**config.mk**
```make
export PLATFORM = sky130hd
export DESIGN_NAME = core_run_control
export DESIGN_NICKNAME = d
export VERILOG_FILES = /design/src/rtl/core_dbg_pkg.sv /design/src/rtl/dbg_drain_timer.sv /design/src/rtl/core_run_control.sv
export SDC_FILE = /design/constraint.sdc
export NUM_CORES = 1
export LEC_CHECK = 0
export ABC_AREA = 1
export CAP_MARGIN = 0
export CORE_MARGIN = 2
export CORE_UTILIZATION = 45
export CTS_CLUSTER_SIZE = 24
export DETAILED_ROUTE_END_ITERATION = 6
export GPL_TIMING_DRIVEN = 0
export PLACE_DENSITY = 0.75
export SYNTH_ARGS = -nofsm -noshare
export SYNTH_HDL_FRONTEND = slang
export SYNTH_SLANG_ARGS = --single-unit
```
**constraint.sdc**
```tcl
create_clock -name clk -period 1.8 [get_ports clk]
set_input_delay 0.36 -clock clk [delete_from_list [all_inputs] [get_ports clk]]
set_output_delay 0.36 -clock clk [all_outputs]
set_load 0.005 [all_outputs]
```
**src/rtl/core_dbg_pkg.sv**
```systemverilog
// rtl/core_dbg_pkg.sv - shared run-control state and halt-cause definitions
package core_dbg_pkg;

    typedef enum logic [2:0] {
        ST_RUN,
        ST_DRAIN,
        ST_HALTED,
        ST_RESUME,
        ST_STEP
    } run_state_t;

    localparam logic [2:0] CAUSE_NONE      = 3'd0;
    localparam logic [2:0] CAUSE_EBREAK    = 3'd1;
    localparam logic [2:0] CAUSE_HALTREQ   = 3'd3;
    localparam logic [2:0] CAUSE_STEP      = 3'd4;
    localparam logic [2:0] CAUSE_RESETHALT = 3'd5;

endpackage

```
**src/rtl/dbg_drain_timer.sv**
```systemverilog
// rtl/dbg_drain_timer.sv - bounded cycle counter for the pre-halt drain window
module dbg_drain_timer #(
    parameter int DRAIN_TIMEOUT = 64
) (
    input  logic clk,
    input  logic reset_n,
    input  logic clear,
    input  logic en,
    output logic expired
);

    localparam int W = $clog2(DRAIN_TIMEOUT);
    localparam logic [W-1:0] LAST = W'(DRAIN_TIMEOUT - 1);

    logic [W-1:0] count;

    // Stops at LAST so the counter never wraps while the FSM is leaving DRAIN.
    always_ff @(posedge clk) begin
        if (!reset_n || clear) begin
            count <= '0;
        end else if (en && !expired) begin
            count <= count + 1'b1;
        end
    end

    assign expired = (count == LAST);

endmodule

```
**src/rtl/core_run_control.sv**
```systemverilog
// rtl/core_run_control.sv - debug run-control FSM: halt/drain/resume/single-step sequencing
module core_run_control
    import core_dbg_pkg::*;
#(
    parameter bit RESET_HALT    = 1'b0,
    parameter int DRAIN_TIMEOUT = 64
) (
    input  logic       clk,
    input  logic       reset_n,
    input  logic       haltreq,
    input  logic       resumereq,
    input  logic       ebreak,
    input  logic       step_en,
    input  logic       instr_retired,
    input  logic       drain_busy,
    output logic       core_running,
    output logic       core_halted,
    output logic       dbg_ret,
    output logic       halted_ack,
    output logic       resume_ack,
    output logic       dpc_capture,
    output logic [2:0] dcsr_cause,
    output logic       step_irq_mask,
    output logic       drain_err
);

    run_state_t state, next_state;
    logic [2:0] next_cause;
    logic       load_cause;
    logic       set_err;
    logic       clr_err;
    logic       expired;

    dbg_drain_timer #(
        .DRAIN_TIMEOUT(DRAIN_TIMEOUT)
    ) u_drain_timer (
        .clk    (clk),
        .reset_n(reset_n),
        .clear  (state != ST_DRAIN),
        .en     (state == ST_DRAIN),
        .expired(expired)
    );

    always_ff @(posedge clk) begin
        if (!reset_n) begin
            state      <= RESET_HALT ? ST_HALTED : ST_RUN;
            dcsr_cause <= RESET_HALT ? CAUSE_RESETHALT : CAUSE_NONE;
            drain_err  <= 1'b0;
        end else begin
            state <= next_state;
            if (load_cause) begin
                dcsr_cause <= next_cause;
            end
            if (set_err) begin
                drain_err <= 1'b1;
            end else if (clr_err) begin
                drain_err <= 1'b0;
            end
        end
    end

    always_comb begin
        next_state    = state;
        next_cause    = dcsr_cause;
        load_cause    = 1'b0;
        set_err       = 1'b0;
        clr_err       = 1'b0;
        core_running  = 1'b0;
        core_halted   = 1'b0;
        dbg_ret       = 1'b0;
        dpc_capture   = 1'b0;
        step_irq_mask = 1'b0;

        case (state)
            ST_RUN, ST_STEP: begin
                core_running  = 1'b1;
                step_irq_mask = (state == ST_STEP);
                if (ebreak) begin
                    next_cause = CAUSE_EBREAK;
                    load_cause = 1'b1;
                end else if (haltreq) begin
                    next_cause = CAUSE_HALTREQ;
                    load_cause = 1'b1;
                end else if (state == ST_STEP && instr_retired) begin
                    next_cause = CAUSE_STEP;
                    load_cause = 1'b1;
                end
                if (load_cause) begin
                    next_state = ST_DRAIN;
                end
            end
            ST_DRAIN: begin
                // A timeout while still busy forces the halt and flags it.
                if (!drain_busy || expired) begin
                    next_state  = ST_HALTED;
                    dpc_capture = 1'b1;
                    set_err     = drain_busy;
                end
            end
            ST_HALTED: begin
                core_halted = 1'b1;
                if (resumereq && !haltreq) begin
                    next_state = ST_RESUME;
                    clr_err    = 1'b1;
                end
            end
            ST_RESUME: begin
                dbg_ret    = 1'b1;
                next_state = step_en ? ST_STEP : ST_RUN;
            end
            default: begin
                next_state = ST_RUN;
            end
        endcase
    end

    assign halted_ack = core_halted;
    assign resume_ack = dbg_ret;

endmodule

```
==> results of run 1 <==
[final cells by class]
| type | count | area (µm²) | share of cell area, % |
|---|---|---|---|
| Buffer | 2 | 15.01 | 1.420 |
| Clock buffer | 4 | 26.28 | 2.485 |
| Inverter | 22 | 82.58 | 7.811 |
| Multi-Input combinational cell | 74 | 400.4 | 37.87 |
| Sequential cell | 13 | 274.0 | 25.92 |
| Tap cell | 16 | 20.02 | 1.893 |
| Timing Repair Buffer | 26 | 239.0 | 22.60 |
[metrics by stage]
step / instance area, µm² / worst slack (ps)
after floorplan: 730.7 / 541.2
after detailed placement: 930.9 / -42.52
after global placement: 930.9 / -61.08
after CTS: 1027 / 2.241
final: 1057 / 114.3
after global routing: 1057 / 52.48
[kinds of logic (layout without fill, tap and decap cells)]
group           Yosys count  after routing  share of synthesized area (%)
simple gates             59             59                          38.53
buf+inv                  24             54                          13.36
compound gates           13             13                          9.589
flops                    13             13                          35.62
fa+ha+maj                 1              1                          1.712
xor+xnor                  1              1                          1.199
[critical path, cell delays in order (launching register included)]
cell and delay [ps]:
dfxtp_4 370, ha_2 190, nand2_1 60, inv_1 60, nand2_2 90, a21oi_2 150, clkbuf_2 120
[placed cells by master, fill, tap and decap left out, types with 3 or more instances in the layout]
master	count
nand2_1	21
inv_1	20
nor2_1	13
clkdlybuf4s50_1	11
buf_4	10
dfxtp_1	8
a21oi_1	7
nand3_1	7
nand2_2	6
nor2_4	3
o21ai_0	3
nand4_1	3
clkbuf_4	3
dlymetal6s2s_1	3
dlygate4sd2_1	3
dfxtp_4	3
[final timing paths]
| kind | from | to | depth (start not counted) |
|---|---|---|---|
| worst min register to register | dcsr_cause[2]$_SDFFE_PN0P_ | dcsr_cause[2]$_SDFFE_PN0P_ | 2 |
| worst max register to register | state[0]$_SDFFE_PN0P_ | state[2]$_SDFFE_PN0P_ | 9 |
| worst max-delay path | u_drain_timer.count[0]$_SDFFE_PP0P_ | dpc_capture | 6 |
| worst min-delay path | dcsr_cause[2]$_SDFFE_PN0P_ | dcsr_cause[2]$_SDFFE_PN0P_ | 2 |
[sequential cells by signal, summed over array words and instances, names as in the netlist]
register / cells
u_drain_timer.count: 6
drain_err: 1
state: 3
dcsr_cause: 3
[power breakdown]
part	internal, W	switching [W]	total, W	leakage (nW)
combinational	0.000356	0.000368	0.000724	0.415
sequential	0.000355	0.0000553	0.000411	0.109
clock	0.0000861	0.000101	0.000188	0.0150
[cells in the mapped netlist]
library cell	n	area (µm²)
o21a_1	1	7.510
buf_4	2	15.01
nor2_2	3	18.77
nand3_1	7	35.03
o21ai_0	3	15.01
nand4_1	3	18.77
xnor2_1	1	8.760
dfxtp_1	13	260.3
nor2_1	13	48.80
inv_2	1	3.750
inv_1	21	78.83
a211oi_1	1	7.510
nor3_2	1	10.01
or2_2	1	6.260
nor3_1	2	10.01
a21oi_1	8	40.04
nor2_4	2	22.52
ha_1	1	12.51
nand2_2	4	25.02
nand2_1	23	86.33
[per-layer routing]
| layer | wire, µm | vias up |
|---|---|---|
| li1 | - | 406 |
| met4 | 37 | 0 |
| met5 | 0 | - |
| met3 | 60 | 5 |
| met1 | 791 | 367 |
| met2 | 870 | 14 |
[repair_timing]
item                                    CTS  global route
setup buffers                             5             3
gates cloned                              0             0
pin swaps                                 3             2
resized for setup                        18             7
endpoints found under the setup margin    6             4
==> key figures, run 1 <==
Run status
  – Run status: complete, no violations

Global route
  – Pin count of the biggest net entering global routing: 8
  – Initial antenna violation count: 0
  – Met3 usage: 2.857%
  – Most used routing layer in global routing: met2
  – Global-route wire length before repair: about 2800 µm
  – Vias in the first global route: about 700
  – GR met2 Demand/Resource: between 30% and 40%
  – GRT overflow: 0
  – Gr usage total: 19.70%
  – Met1 usage: a little under a quarter

Die
  – Die area: roughly 2000 µm²
  – DIE HEIGHT: around 44 µm
  – # IOs: 19
  – Core Area: 1506 µm²
  – Row cnt: 14
  – Effective utilization at floorplan: between 40 and 50%
  – Die X: roughly 44 µm

Synth
  – Synth Warn #: 0
  – Sequential share of the synthesized area: 35.62%
  – Net Count, Synth: 120
  – FF+latch count, synth: 13
  – Post-synthesis cell type count: 20
  – Post-Syn Instances: roughly 110
  – Mapped Area: between 700 and 800 µm²
  – Avg Synthesized Cell Area: between 6 and 7 µm²

Clock tree
  – Root Buffer: clkbuf_4
  – Clk slew on worst S/H paths: roughly 80 ps
  – CTS Buffer Depth: 2
  – Clock sink total: 13
  – CTS Hold Buffers Added: 0
  – Clock latency on the worst-skew pair: approximately 280 ps
  – CTS tree: built
  – CTS buffer count: 3
  – H-tree Lvls: 1

Pwr
  – Static Leak: 0.5385 nW
  – Power per cell area: between 1000 and 1500 nW/µm²
  – Peak supply drop: roughly 680 µV
  – Total power: 0.001323 W

Placement
  – Placed cells: 145
  – Routability Congestion: 0.7833
  – Port Buf Inserts: 18
  – Post-DP HPWL: ~1200 µm

Cells and area
  – ANT cells: 0
  – Nets: roughly 150
  – Fin util: between 70 and 80%
  – Layout overhead on the synthesized area: 44.69%
  – Share of layout cells above drive strength 1: a little over a quarter
  – Fillcell total: between 100 and 150
  – Final Non-Filler Cells: roughly 160

Timing
  – Minimum clock period: between 1500 and 2000 ps
  – Final setup vio count: 0
  – Final TNS setup: 0 ps
  – Slew @ Worst Pin: between 200 and 250 ps
  – Final Hold Viols: 0
  – RSZ-0062 raised after global routing: no
  – Clk_skew: 3.272 ps
  – Slew headroom: 83.82%
  – Max frequency: roughly 0.59 GHz
  – Period utilisation layout: a little over nine tenths
  – Slew Limit Fails: 0
  – WHS: between 400 and 500 ps

Route
  – 1st-iter DRT viols: 16
  – Drt pass-1 iters: 4
  – Drt wl/cell: between 10 and 15 µm
  – Vias per cell: 5.045
  – Remaining DRCs: 0
  – Final ANT Viol Nets: 0
  – Vias: approximately 790
  – WL final: about 1800 µm

Min path
  – HP Class: flop to flop

Critical path
  – Setup CP Type: flop to output pin
  – Critical Path Sink Type: output pin
  – Crit path max fanout: 5
  – R2R setup slack: roughly 270 ps
  – Arr. time, crit path: 1330 ps
  – Worst Setup Start Kind: flop
  – Worst Path Required: roughly 1400 ps

Run
  – Max-Cap Viols: 0
(Power assumes the default switching activity.)
==> inputs of run 2 (changes only) <==
--- a/config.mk
+++ b/config.mk
@@ -13,6 +13,7 @@
 export DETAILED_ROUTE_END_ITERATION = 6
 export GPL_TIMING_DRIVEN = 0
 export PLACE_DENSITY = 0.75
+export SLEW_MARGIN = 40
 export SYNTH_ARGS = -nofsm -noshare
 export SYNTH_HDL_FRONTEND = slang
 export SYNTH_SLANG_ARGS = --single-unit
==> results of run 2 <==
Same layout as run 1: the final DEF is identical, and so are final timing and power.
==> inputs of run 3 (changes only) <==
--- a/config.mk
+++ b/config.mk
@@ -8,11 +8,11 @@
 export ABC_AREA = 1
 export CAP_MARGIN = 0
 export CORE_MARGIN = 2
-export CORE_UTILIZATION = 45
+export CORE_UTILIZATION = 46
 export CTS_CLUSTER_SIZE = 24
 export DETAILED_ROUTE_END_ITERATION = 6
-export GPL_TIMING_DRIVEN = 0
-export PLACE_DENSITY = 0.75
+export GPL_TIMING_DRIVEN = 1
+export PLACE_DENSITY = 0.76
 export SLEW_MARGIN = 40
 export SYNTH_ARGS = -nofsm -noshare
 export SYNTH_HDL_FRONTEND = slang
==> key figures, run 3 (same netlist as run 1, synthesis figures left out) <==
Critical path
  – Worst r2r path cells: 8 (-1)
  – Crit path cell chain: ha_1, nand2_1, inv_1, nand2_1, a21oi_2, clkdlybuf4s15_1
  – Critical Path Sink Type: output pin
  – Most frequent cell on the critical path: nand2_1
  – Worst Path Buf+Inv: 2 (unchanged)
  – Slowest cell on crit path: dfxtp_2
  – CP Depth: 6 (unchanged)
  – Crit-path max cell delay: 350 ps (-20 ps)
  – Worst Path Required: 1440 ps (about the same)
  – Worst Setup Start Kind: flop
  – Arr. time, crit path: 1330 ps (about the same)
  – Setup CP Type: flop to output pin
  – Delay-heaviest family, CP: flip-flops
  – Crit path max fanout: 3 (-2)

Placement
  – Placed cells: 150 (+3.4%)
  – Post-DP HPWL: 1316 µm (+12%)
  – Port Buf Inserts: 18 (unchanged)
  – Routability Congestion: 0.7664 (-2.2%)
  – Worst slack at placement: 5.948 ps (+48.47 ps)

Timing
  – Worst setup margin: 111.6 ps (-2.697 ps)
  – Minimum clock period: 1688 ps (+2.697 ps)
  – WHS: 483.3 ps (+17.39 ps)
  – Final TNS setup: 0 ps (unchanged)
  – Slew headroom: 83.44% (-0.38 points)
  – Max frequency: 0.5923 GHz (-0.16%)
  – Period utilisation layout: 93.80% (+0.15 points)
  – Slew @ Worst Pin: 248.1 ps (+5.675 ps)
  – RSZ-0062 raised after global routing: no
  – Slew Limit Fails: 0 (unchanged)
  – Final setup vio count: 0 (unchanged)
  – Final Hold Viols: 0 (unchanged)
  – Clk_skew: 1.634 ps (-1.638 ps)

Pwr
  – Peak supply drop: 567.2 µV (-16%)
  – Total power: 0.001216 W (-8.0%)
  – Power per cell area: 1193 nW/µm² (-4.7%)
  – Static Leak: 0.5014 nW (-6.9%)

Cells and area
  – Layout overhead on the synthesized area: 39.56%
  – Commonest non-fill, non-tap cell in the layout: nand2_1
  – Biggest regs: u_drain_timer.count: 6 flops, dcsr_cause: 3 flops, state: 3 flops
  – Nets: 148 (-2.0%)
  – Multi-input logic area: 390.4 µm² (-2.5%)
  – Register Area: 267.8 µm² (-2.3%)
  – Number of flip-flops in the largest register: 6 (unchanged)
  – Fillcell total: 138 (+6.2%)
  – Share of layout cells above drive strength 1: 21.74% (-4.5 points)
  – ANT cells: 0 (unchanged)
  – Most flop-heavy register: u_drain_timer.count
  – Most frequent cells in the layout: nand2_1 (22), inv_1 (20), nor2_1 (13), clkdlybuf4s50_1 (12), dfxtp_1 (9)
  – Final Non-Filler Cells: 154 (-1.9%)

Die
  – Die area: 1923 µm² (-2.0%)
  – Die X: 43.86 µm (-0.99%)
  – Row cnt: 14 (unchanged)
  – Effective utilization at floorplan: 49.08% (+0.57 points)
  – # IOs: 19 (unchanged)
  – DIE HEIGHT: 43.86 µm (-0.99%)
  – Core Area: 1489 µm² (-1.2%)

Clock tree
  – CTS buffer count: 3 (unchanged)
  – Clock latency on the worst-skew pair: 270 ps (about the same)
  – Clk slew on worst S/H paths: 80 ps (about the same)
  – H-tree Lvls: 1 (unchanged)
  – CTS Buffer Depth: 2 (unchanged)
  – Clock sink total: 13 (unchanged)
  – CTS tree: built
  – CTS Hold Buffers Added: 0 (unchanged)
  – Root Buffer: clkbuf_4

Route
  – 1st-iter DRT viols: 8 (-8)
  – Vias per cell: 5.071 (+0.53%)
  – Drt wl/cell: 11.04 µm (-1.5%)
  – Vias: 781 (-1.4%)
  – WL final: 1700 µm (-3.4%)
  – Final ANT Viol Nets: 0 (unchanged)
  – Remaining DRCs: 0 (unchanged)
  – Drt pass-1 iters: 4 (unchanged)

Global route
  – GRT overflow: 0 (unchanged)
  – Gr usage total: 20.15% (+0.46 points)
  – Global-route wire length before repair: 2918 µm (+2.4%)
  – Vias in the first global route: 726 (+3.4%)
  – Initial antenna violation count: 0 (unchanged)
  – Pin count of the biggest net entering global routing: 8 (unchanged)

Run status
  – Run status: complete, no violations

Min path
  – HP Class: flop to flop
  – Hold Crit Depth: 2 (unchanged)

Run
  – Max-Cap Viols: 0 (unchanged)
==> run 3: final timing paths <==
path | startpoint | slack [ps] | endpoint
max | u_drain_timer.count[1]$_SDFFE_PP0P_ | 110 | dpc_capture
min reg2reg | u_drain_timer.count[4]$_SDFFE_PP0P_ | 480 | u_drain_timer.count[4]$_SDFFE_PP0P_
max reg2reg | u_drain_timer.count[0]$_SDFFE_PP0P_ | 410 | u_drain_timer.count[0]$_SDFFE_PP0P_
min | u_drain_timer.count[4]$_SDFFE_PP0P_ | 480 | u_drain_timer.count[4]$_SDFFE_PP0P_
==> run 3: layout make-up <==
cell class / count / share of cell area (%)
Inverter: 22 / 8.344
Tap cell: 16 / 1.963
Clock buffer: 4 / 2.577
Timing Repair Buffer: 25 / 22.58
Multi-Input combinational cell: 74 / 38.28
Sequential cell: 13 / 26.26
==> run 3: power breakdown <==
part	total (W)	internal, W	switching (W)
Clock	0.000182	0.0000859	0.0000960
Sequential	0.000408	0.000346	0.0000620
Combinational	0.000626	0.000298	0.000328
Total	0.00122	0.000730	0.000486
==> run 3: worst register-to-register path, stage by stage (launching register included) <==
cell	delay (ps)
dfxtp_1	320
ha_1	220
nand2_1	80
inv_1	40
nand2_1	90
buf_4	130
inv_1	70
or2_2	270
a21oi_1	120
==> run 3: per-stage QoR <==
step | area, µm² | util (%)
6_report | 1020 | 68.49
5_1_grt | 1020 | 68.49
4_1_cts | 1008 | 67.73
3_5_place_dp | 968.4 | 65.04
3_3_place_gp | 968.4 | 65.04
2_1_floorplan | 730.7 | -
==> run 3: timing repair <==
action | 4_1_cts | 5_1_grt
gates resized for setup | 12 | 6
pin swaps | 0 | 0
endpoints found under the setup margin | 6 | 2
setup buffers | 0 | 0
==> run 3: layer usage <==
metal / share of wire (%) / vias up / track usage, %
met2: 48 / 16 / 32.06
met1: 47 / 363 / 26.60
met3: 3.8 / 2 / 2.917
li1: - / 400 / -
met4: 0.59 / 0 / 9.697
met5: 0 / - / 0
